### src/rtl/countdown_timer_if.sv
// Command/status bundle for countdown_timer: control inputs from the master,
// registered count/status back from the timer.
interface countdown_timer_if #(
  parameter int WIDTH = 8
);
  logic             load;
  logic [WIDTH-1:0] load_val;
  logic             start;
  logic             stop;
  logic             en;
  logic             auto_reload;
  logic [WIDTH-1:0] count;
  logic             busy;
  logic             done;
  logic [1:0]       state;

  modport master (
    output load, load_val, start, stop, en, auto_reload,
    input  count, busy, done, state
  );

  modport slave (
    input  load, load_val, start, stop, en, auto_reload,
    output count, busy, done, state
  );
endinterface

### src/rtl/countdown_timer.sv
// Loadable down-counter: one-shot or auto-reload countdown on en ticks, with a
// single-cycle registered done pulse on expiry.
module countdown_timer #(
  parameter int WIDTH = 8
) (
  input logic                clk,
  input logic                rst,
  countdown_timer_if.slave   tmr
);

  typedef enum logic [1:0] {
    ST_IDLE    = 2'd0,
    ST_RUN     = 2'd1,
    ST_HOLD    = 2'd2,
    ST_EXPIRED = 2'd3
  } state_e;

  state_e           state_q, state_d;
  logic [WIDTH-1:0] count_q, count_d;
  logic [WIDTH-1:0] reload_q, reload_d;
  logic             done_q, done_d;
  logic             busy_q, busy_d;

  // Next-state decode; load overrides everything, then stop beats start.
  always_comb begin
    state_d  = state_q;
    count_d  = count_q;
    reload_d = reload_q;
    done_d   = 1'b0;
    if (tmr.load) begin
      count_d  = tmr.load_val;
      reload_d = tmr.load_val;
      state_d  = ST_IDLE;
    end else begin
      case (state_q)
        ST_IDLE: begin
          if (tmr.start && !tmr.stop && (count_q != '0)) begin
            state_d = ST_RUN;
          end else begin
            state_d = ST_IDLE;
          end
        end
        ST_RUN: begin
          if (tmr.stop) begin
            state_d = ST_HOLD;
          end else if (tmr.en) begin
            if (count_q > WIDTH'(1'b1)) begin
              count_d = count_q - WIDTH'(1'b1);
            end else if (count_q == WIDTH'(1'b1)) begin
              done_d = 1'b1;
              if (tmr.auto_reload) begin
                count_d = reload_q;
              end else begin
                count_d = '0;
                state_d = ST_EXPIRED;
              end
            end else begin
              count_d = count_q;
            end
          end else begin
            count_d = count_q;
          end
        end
        ST_HOLD: begin
          if (tmr.start && !tmr.stop) begin
            state_d = ST_RUN;
          end else begin
            state_d = ST_HOLD;
          end
        end
        ST_EXPIRED: begin
          // Restart from the reload value; a zero reload cannot be restarted.
          if (tmr.start && !tmr.stop && (reload_q != '0)) begin
            count_d = reload_q;
            state_d = ST_RUN;
          end else begin
            state_d = ST_EXPIRED;
          end
        end
        default: begin
          state_d = ST_IDLE;
        end
      endcase
    end
    busy_d = (state_d == ST_RUN) || (state_d == ST_HOLD);
  end

  // State and registered outputs.
  always_ff @(posedge clk) begin
    if (rst) begin
      state_q  <= ST_IDLE;
      count_q  <= '0;
      reload_q <= '0;
      done_q   <= 1'b0;
      busy_q   <= 1'b0;
    end else begin
      state_q  <= state_d;
      count_q  <= count_d;
      reload_q <= reload_d;
      done_q   <= done_d;
      busy_q   <= busy_d;
    end
  end

  assign tmr.count = count_q;
  assign tmr.busy  = busy_q;
  assign tmr.done  = done_q;
  assign tmr.state = state_q;

endmodule
### src/flat_wrapper.sv
// flat-port wrapper written by rule: the top's interface ports become plain ports
module countdown_timer_flat 
#(
  parameter int WIDTH = 8
)
  (clk, rst, tmr_load, tmr_load_val, tmr_start, tmr_stop, tmr_en, tmr_auto_reload, tmr_count, tmr_busy, tmr_done, tmr_state);
  countdown_timer_if #(.WIDTH(WIDTH)) tmr_i ();
  input logic clk;
  input logic rst;
  input wire logic [$bits(tmr_i.load)-1:0] tmr_load;
  input wire logic [$bits(tmr_i.load_val)-1:0] tmr_load_val;
  input wire logic [$bits(tmr_i.start)-1:0] tmr_start;
  input wire logic [$bits(tmr_i.stop)-1:0] tmr_stop;
  input wire logic [$bits(tmr_i.en)-1:0] tmr_en;
  input wire logic [$bits(tmr_i.auto_reload)-1:0] tmr_auto_reload;
  output wire logic [$bits(tmr_i.count)-1:0] tmr_count;
  output wire logic [$bits(tmr_i.busy)-1:0] tmr_busy;
  output wire logic [$bits(tmr_i.done)-1:0] tmr_done;
  output wire logic [$bits(tmr_i.state)-1:0] tmr_state;
  assign tmr_i.load = tmr_load;
  assign tmr_i.load_val = tmr_load_val;
  assign tmr_i.start = tmr_start;
  assign tmr_i.stop = tmr_stop;
  assign tmr_i.en = tmr_en;
  assign tmr_i.auto_reload = tmr_auto_reload;
  assign tmr_count = tmr_i.count;
  assign tmr_busy = tmr_i.busy;
  assign tmr_done = tmr_i.done;
  assign tmr_state = tmr_i.state;
  countdown_timer #(.WIDTH(WIDTH)) u_core (.clk(clk), .rst(rst), .tmr(tmr_i));
endmodule
### config.mk
export PLATFORM = sky130hd
export DESIGN_NAME = countdown_timer_flat
export DESIGN_NICKNAME = d
export VERILOG_FILES = /design/src/rtl/countdown_timer_if.sv /design/src/rtl/countdown_timer.sv /design/src/flat_wrapper.sv
export SDC_FILE = /design/constraint.sdc
export NUM_CORES = 1
export LEC_CHECK = 0
export CAP_MARGIN = 20
export CORE_MARGIN = 5
export CORE_UTILIZATION = 52
export CTS_CLUSTER_DIAMETER = 150
export CTS_CLUSTER_SIZE = 20
export DETAILED_ROUTE_END_ITERATION = 7
export PLACE_DENSITY = 0.9
export RECOVER_POWER = 25
export SLEW_MARGIN = 20
export SYNTH_ARGS = -nofsm -noshare
export SYNTH_HDL_FRONTEND = slang
export SYNTH_SLANG_ARGS = --single-unit
export TNS_END_PERCENT = 100
### constraint.sdc
create_clock -name clk -period 3.9 [get_ports clk]
set_input_delay 0.78 -clock clk [delete_from_list [all_inputs] [get_ports clk]]
set_output_delay 0.78 -clock clk [all_outputs]
set_load 0.01 [all_outputs]
==> flow_summary_export.csv, run 1 <==
group,metric,value,unit
timing,slew_viol_final,0,
global_routing,globalRouteMet1Util,24.9,%
cts,worstSkewPairLatency,0.30,ns
worst_setup_path,cp-start-kind,"input port",
timing,post_route_fraction_of_the_period_consumed_by_the_critical_path,63.6,%
yosys,synth.ff_latch_count,20,
cts,cells_resized_by_post_cts_repair,0,
yosys,syn_avg_cell_area,8.83,µm²
timing,setup_viol,0,
global_routing,first_pass_grt_wire_length,4670,µm
place,hpwl,2080,µm
status,outcome,"complete, no violations",
power_and_ir_drop,ir_worst_vdd,0.252,mV
worst_setup_path,critical_path_class,"in2reg",
layout,nFillCells,175,
die,die_y,57.2,µm
die,start_util,53.3,%
cts,cts_htree_levels,1,
power_and_ir_drop,power_density,338,mW/mm²
global_routing,grtUsageMet2,28.4,%
global_routing,remaining_overflow_grt,0,
global_routing,grt_start_max_net_pins,26,
cts,tritoncts.num_buffers,3,
cts,clk_path_buf_depth,2,
power_and_ir_drop,power.static_leakage,0.509,nW
detailed_routing,totalWireLength,2750,µm
worst_setup_path,worst-path-max-fanout,25,
yosys,syn-cell-area,0.00116,mm²
timing,fin_setup_tns,0,ns
worst_setup_path,critical-path-slowest-cell,"sky130_fd_sc_hd__or4_1",
yosys,ys_types,48,
worst_setup_path,cpLargestDelayFamily,"simple AND/OR/NAND/NOR gates",
cts,postCtsSetupRepairBufs,0,
die,standard_cell_row_count,17,
worst_setup_path,critPathMaxStageDelay,0.42,ns
cts,tritoncts_num_sinks,20,
detailed_routing,drt-initial-drc-count,53,
place,gp_congestion,0.869,
worst_setup_path,timing.critical_path.to_type,"flip-flop",
timing,worst_setup_slack_after_layout,1.42,ns
yosys,yosysSeqAreaShare,34.6,%
timing,fmax,403,MHz
detailed_routing,route.antenna.remaining_nets,0,
timing,worstMarginPinSlew,0.727,ns
min_path,worst_hold_path_type,"reg2reg",
detailed_routing,routedWlPerCell,15.0,µm
global_routing,global_route_met3_utilization,3.17,%
global_routing,gr-usage-all-layers,18.0,%
timing,unrepaired_setup_endpoints_after_global_routing,"no",
detailed_routing,drt-vias-per-instance,6.09,
timing,relSlewSlack,51.4,%
die,boundaryPins,27,
yosys,synth_edf_count,0,
timing,fin_crit,2.48,ns
layout,antenna-diode-count,0,
layout,instances_no_fill,183,
cts,clk_pin_slew,0.11,ns
timing,timing.final.hold_violations,0,
global_routing,global_route.peak_usage_layer,"met2",
place,place.detailed.instances,179,
cts,cts_tree,"built",
detailed_routing,detail_route.drc_violations,0,
die,die_w,57.2,µm
detailed_routing,dr_total_vias,1115,
die,coreArea,0.00217,mm²
cts,cts.hold.buffers_added,0,
power_and_ir_drop,power.total,493,µW
yosys,ys_warn_count,0,
run,maximum_capacitance_violations,0,
yosys,synth_flop_cell,"sky130_fd_sc_hd__dfxtp_1",
layout,drive_gt1_share,9.68,%
layout,nets,174,
yosys,ffs_w_async_s_r_synth,0,%
worst_setup_path,worstPathCellList,"clkdlybuf4s50_1 > buf_4 > nand2b_1 > or4_1 > o32a_2 > and3_1 > a211oi_2",
yosys,netlist_instances,131,
worst_setup_path,critical_path.n_buffers_inverters,2,
die,die_area,0.00327,mm²
worst_setup_path,arrival,2.71,ns
global_routing,via_count_of_the_first_global_routing_pass,991,
layout,util_after_layout,67.3,%
place,preCtsSetupSlack,1.13,ns
worst_setup_path,cp.required,4.13,ns
cts,clock-root-buffer,"sky130_fd_sc_hd__clkbuf_4",
global_routing,initial_antenna_violation_count,0,
timing,worst_clock_skew,0.00603,ns
place,portBuffers,26,
detailed_routing,drt_pre_antenna_iters,4,
yosys,synthesis.nets,149,
layout,area_added_between_synthesis_and_finish,26.3,%
[sequential cells by signal, summed over array words and instances (netlist names)]
signal / count
u_core.tmr.state: 2
u_core.tmr.count: 8
u_core.tmr.done: 1
u_core.tmr.busy: 1
u_core.reload_q: 8
[kinds of logic after synthesis]
| kind of cell | after synthesis | share of synthesized area [%] |
|---|---|---|
| fa+ha+maj | 3 | 3.25 |
| buf+inv | 10 | 4.00 |
| compound gates | 36 | 24.7 |
| mux | 5 | 4.44 |
| xor+xnor | 4 | 3.03 |
| flops | 20 | 34.6 |
| simple gates | 53 | 26.0 |
[cell usage in the layout (no fill, tap or decap), drive strengths merged, types with 3 or more instances in the layout]
cell type,synthesis,routed
nand2b,6,6
nor3,5,5
a21oi,9,9
clkbuf,4,4
nor2,15,15
nor4,5,5
mux2i,4,4
dfxtp,20,20
a211oi,7,7
clkdlybuf4s50,0,25
o21ai,6,6
ha,3,3
nand2,9,9
xnor2,3,3
inv,3,3
[worst min-delay path: stages, from the launching register on]
cell and delay (ns):
sky130_fd_sc_hd__dfxtp_1 0.34, sky130_fd_sc_hd__nand2b_1 0.07, sky130_fd_sc_hd__a21oi_1 0.06
[where the power goes]
part	internal [mW]	leakage, nW	switching (mW)
logic	0.0687	0.323	0.0672
clock network	0.0570	0.0210	0.0638
registers	0.217	0.165	0.0193
[path summary, 6_finish.rpt]
path	slack, ns	depth (start not counted)	from	end
setup / recovery	1.42	7	tmr_load	u_core.tmr.count[4]
hold / removal	0.50	2	u_core.reload_q[1]	u_core.reload_q[1]
hold reg to reg	0.50	2	u_core.reload_q[1]	u_core.reload_q[1]
setup reg to reg	1.74	5	u_core.tmr.count[2]	u_core.tmr.count[7]
[metrics by stage]
stage	area (µm²)	hold slack [ns]
6_report	1460	0.499
5_1_grt	1460	0.531
4_1_cts	1460	0.500
3_5_place_dp	1420	0.482
3_3_place_gp	1420	0.477
2_1_floorplan	1160	0.461
[routing by layer]
layer / part of all wire, % / vias up
met1: 43 / 515
li1: - / 541
met4: 1.1 / 0
met2: 50 / 54
met3: 5.9 / 5
met5: 0 / -
[synth_stat cells (2+ instances only)]
library cell | n | area share (%)
sky130_fd_sc_hd__a211oi_1 | 6 | 3.9
sky130_fd_sc_hd__a21oi_1 | 8 | 3.5
sky130_fd_sc_hd__a22oi_1 | 2 | 1.3
sky130_fd_sc_hd__a311oi_1 | 2 | 1.5
sky130_fd_sc_hd__clkbuf_1 | 4 | 1.3
sky130_fd_sc_hd__dfxtp_1 | 20 | 35
sky130_fd_sc_hd__ha_1 | 3 | 3.2
sky130_fd_sc_hd__inv_1 | 2 | 0.65
sky130_fd_sc_hd__mux2i_1 | 4 | 3.5
sky130_fd_sc_hd__nand2_1 | 8 | 2.6
sky130_fd_sc_hd__nand2b_1 | 6 | 3.2
sky130_fd_sc_hd__nand4_1 | 2 | 1.1
sky130_fd_sc_hd__nor2_1 | 15 | 4.9
sky130_fd_sc_hd__nor3_1 | 5 | 2.2
sky130_fd_sc_hd__nor4_1 | 3 | 1.6
sky130_fd_sc_hd__nor4_2 | 2 | 2.2
sky130_fd_sc_hd__nor4bb_1 | 2 | 1.7
sky130_fd_sc_hd__o21ai_1 | 5 | 2.2
sky130_fd_sc_hd__xnor2_1 | 3 | 2.3
[area by class of cell]
type                       instances  area, µm²  area share, %
sequential                        20        400           27.4
timing repair buffer              27        268           18.3
tap                               28       35.0           2.40
multi-input combinational        101        709           48.6
inverter                           3       11.3          0.771
clock buffer                       4       36.3           2.49
Note: power is estimated with default switching activity, not from simulation.
==> run 2: changes to the inputs <==
- CORE_UTILIZATION: 52 -> 44
- PLACE_DENSITY: 0.9 -> 0.82
- clock period: 3.9 -> 2.05 ns (I/O delays scaled with it)
==> run 2 against run 1 <==
- utilization is 3.5 points lower
- count of clock-buffer cells in the layout is 1 lower
- sequential power up 85%
- clock power grew 60%
- hold slack improved by 0.022 ns
- sequential cell count unchanged
- wire length increased by 14%
- critical path type is now reg2reg
- critical endpoint is now u_core.tmr.count[1]
- largest power group unchanged
==> flow_summary_export.csv, run 2 (same netlist as run 1, synthesis figures left out) <==
group,metric,value,unit
cts,clk_pin_slew,0.12,ns
cts,clock-root-buffer,"sky130_fd_sc_hd__clkbuf_4",
worst_setup_path,worstReg2RegStart,"u_core.tmr.count[1]",
layout,layout.cells.most_common_list,"sky130_fd_sc_hd__clkdlybuf4s50_1, sky130_fd_sc_hd__dfxtp_1, sky130_fd_sc_hd__buf_4",
worst_setup_path,r2r_setup_slk,0.06,ns
cts,tritoncts.num_buffers,3,
global_routing,grt_start_max_net_pins,21,
cts,clk_path_buf_depth,2,
worst_setup_path,critical_path.startpoint,"u_core.tmr.count[1]",
die,coreArea,0.00250,mm²
global_routing,initial_antenna_violation_count,0,
layout,drive_gt1_share,18.7,%
worst_setup_path,critical_path_class,"reg2reg",
timing,timing.final.hold_violations,0,
place,hpwl,2520,µm
detailed_routing,dr_total_vias,1175,
global_routing,via_count_of_the_first_global_routing_pass,1150,
cts,cts_htree_levels,1,
cts,postCtsSetupRepairBufs,0,
die,die_y,61.3,µm
layout,nFillCells,196,
layout,util_after_layout,63.8,%
timing,relSlewSlack,68.7,%
worst_setup_path,timing.critical_path.to_type,"flip-flop",
detailed_routing,routedWlPerCell,15.6,µm
timing,fmax,502,MHz
timing,worst_clock_skew,0.00373,ns
status,outcome,"complete, no violations",
place,portBuffers,26,
layout,multiInputGateArea,718,µm²
cts,worstSkewPairLatency,0.30,ns
worst_setup_path,cp.required,2.25,ns
timing,setup_viol,0,
timing,fin_hold_ws,0.521,ns
worst_setup_path,critPathCapture,"u_core.tmr.count[1]",
timing,post_route_fraction_of_the_period_consumed_by_the_critical_path,97.1,%
layout,final_common_cell,"sky130_fd_sc_hd__clkdlybuf4s50_1",
layout,nets,191,
die,start_util,46.2,%
worst_setup_path,r2r_cells,7,
layout,area_added_between_synthesis_and_finish,37.9,%
timing,slew_viol_final,0,
global_routing,first_pass_grt_wire_length,5240,µm
cts,tritoncts_num_sinks,20,
global_routing,gr-usage-all-layers,18.5,%
layout,final-seq-area,400,µm²
die,standard_cell_row_count,18,
timing,worstMarginPinSlew,0.464,ns
power_and_ir_drop,power_density,594,mW/mm²
detailed_routing,drt-initial-drc-count,61,
detailed_routing,drt_pre_antenna_iters,4,
min_path,worst_hold_path_type,"reg2reg",
worst_setup_path,r2r-end,"u_core.tmr.count[1]",
layout,antenna-diode-count,0,
power_and_ir_drop,ir_worst_vdd,0.573,mV
place,gp_congestion,0.944,
worst_setup_path,cp-start-kind,"flip-flop",
run,maximum_capacitance_violations,0,
detailed_routing,drt-vias-per-instance,5.85,
die,die_w,61.3,µm
worst_setup_path,worst-path-max-fanout,8,
detailed_routing,detail_route.drc_violations,0,
power_and_ir_drop,power.static_leakage,0.585,nW
global_routing,remaining_overflow_grt,0,
detailed_routing,totalWireLength,3140,µm
detailed_routing,route.antenna.remaining_nets,0,
worst_setup_path,arrival,2.19,ns
timing,fin_crit,1.99,ns
die,die_area,0.00375,mm²
cts,cts_tree,"built",
die,boundaryPins,27,
[run 2: per-stage QoR]
step / total power [mW] / instance area (µm²) / std cells / worst slack, ns / setup TNS [ns]
6_report: 0.947 / 1590 / 201 / 0.0595 / 0
5_1_grt: 0.996 / 1590 / 201 / -0.0201 / -0.0201
4_1_cts: 0.943 / 1590 / 201 / 0.0912 / 0
3_5_place_dp: 0.759 / 1570 / 198 / -0.140 / -0.527
3_3_place_gp: 0.751 / 1570 / 198 / -0.0606 / -0.137
2_1_floorplan: 0.620 / 1160 / 131 / 0.0923 / 0
[run 2: power breakdown]
group	switching, mW	internal (mW)	total [mW]	leakage, nW
sequential	0.0231	0.413	0.436	0.165
combinational	0.153	0.165	0.318	0.407
clock	0.124	0.0684	0.193	0.0138
[run 2: what timing repair did]
item | in CTS | in global routing
resized for setup | 0 | 2
hold buffers | 0 | 0
endpoints found under the setup margin | 0 | 2
[run 2: layer usage]
metal	global-route usage [%]	part of all wire (%)	wire, µm
met1	23.9	44	1380
met2	31.6	49	1550
met3	3.56	4.8	152
met4	4.64	1.6	50
met5	0	0	0
[run 2: how the worst min path moves through the flow]
stage,end,startpoint,cells past startpoint
finish,u_core.reload_q[3],u_core.reload_q[3],2
global route,u_core.reload_q[3],u_core.reload_q[3],2
CTS,u_core.reload_q[2],u_core.reload_q[2],2
detailed placement,u_core.reload_q[2],u_core.reload_q[2],2
global placement,u_core.reload_q[1],u_core.reload_q[1],2
floorplan,u_core.tmr.count[5],u_core.reload_q[5],2
[run 2: layout make-up]
type / count / area share, %
multi-input combinational: 101 / 45.1
timing repair buffer: 44 / 25.4
sequential: 20 / 25.1
tap: 30 / 2.35
clock buffer: 3 / 1.41
inverter: 3 / 0.706
[run 2: critical path, stage by stage (launching register included)]
cell and delay [ns]:
sky130_fd_sc_hd__dfxtp_1 0.34, sky130_fd_sc_hd__inv_1 0.11, sky130_fd_sc_hd__ha_2 0.23, sky130_fd_sc_hd__nor2_1 0.09, sky130_fd_sc_hd__or3b_1 0.41, sky130_fd_sc_hd__o22ai_4 0.29, sky130_fd_sc_hd__a21oi_1 0.12, sky130_fd_sc_hd__a211oi_1 0.31
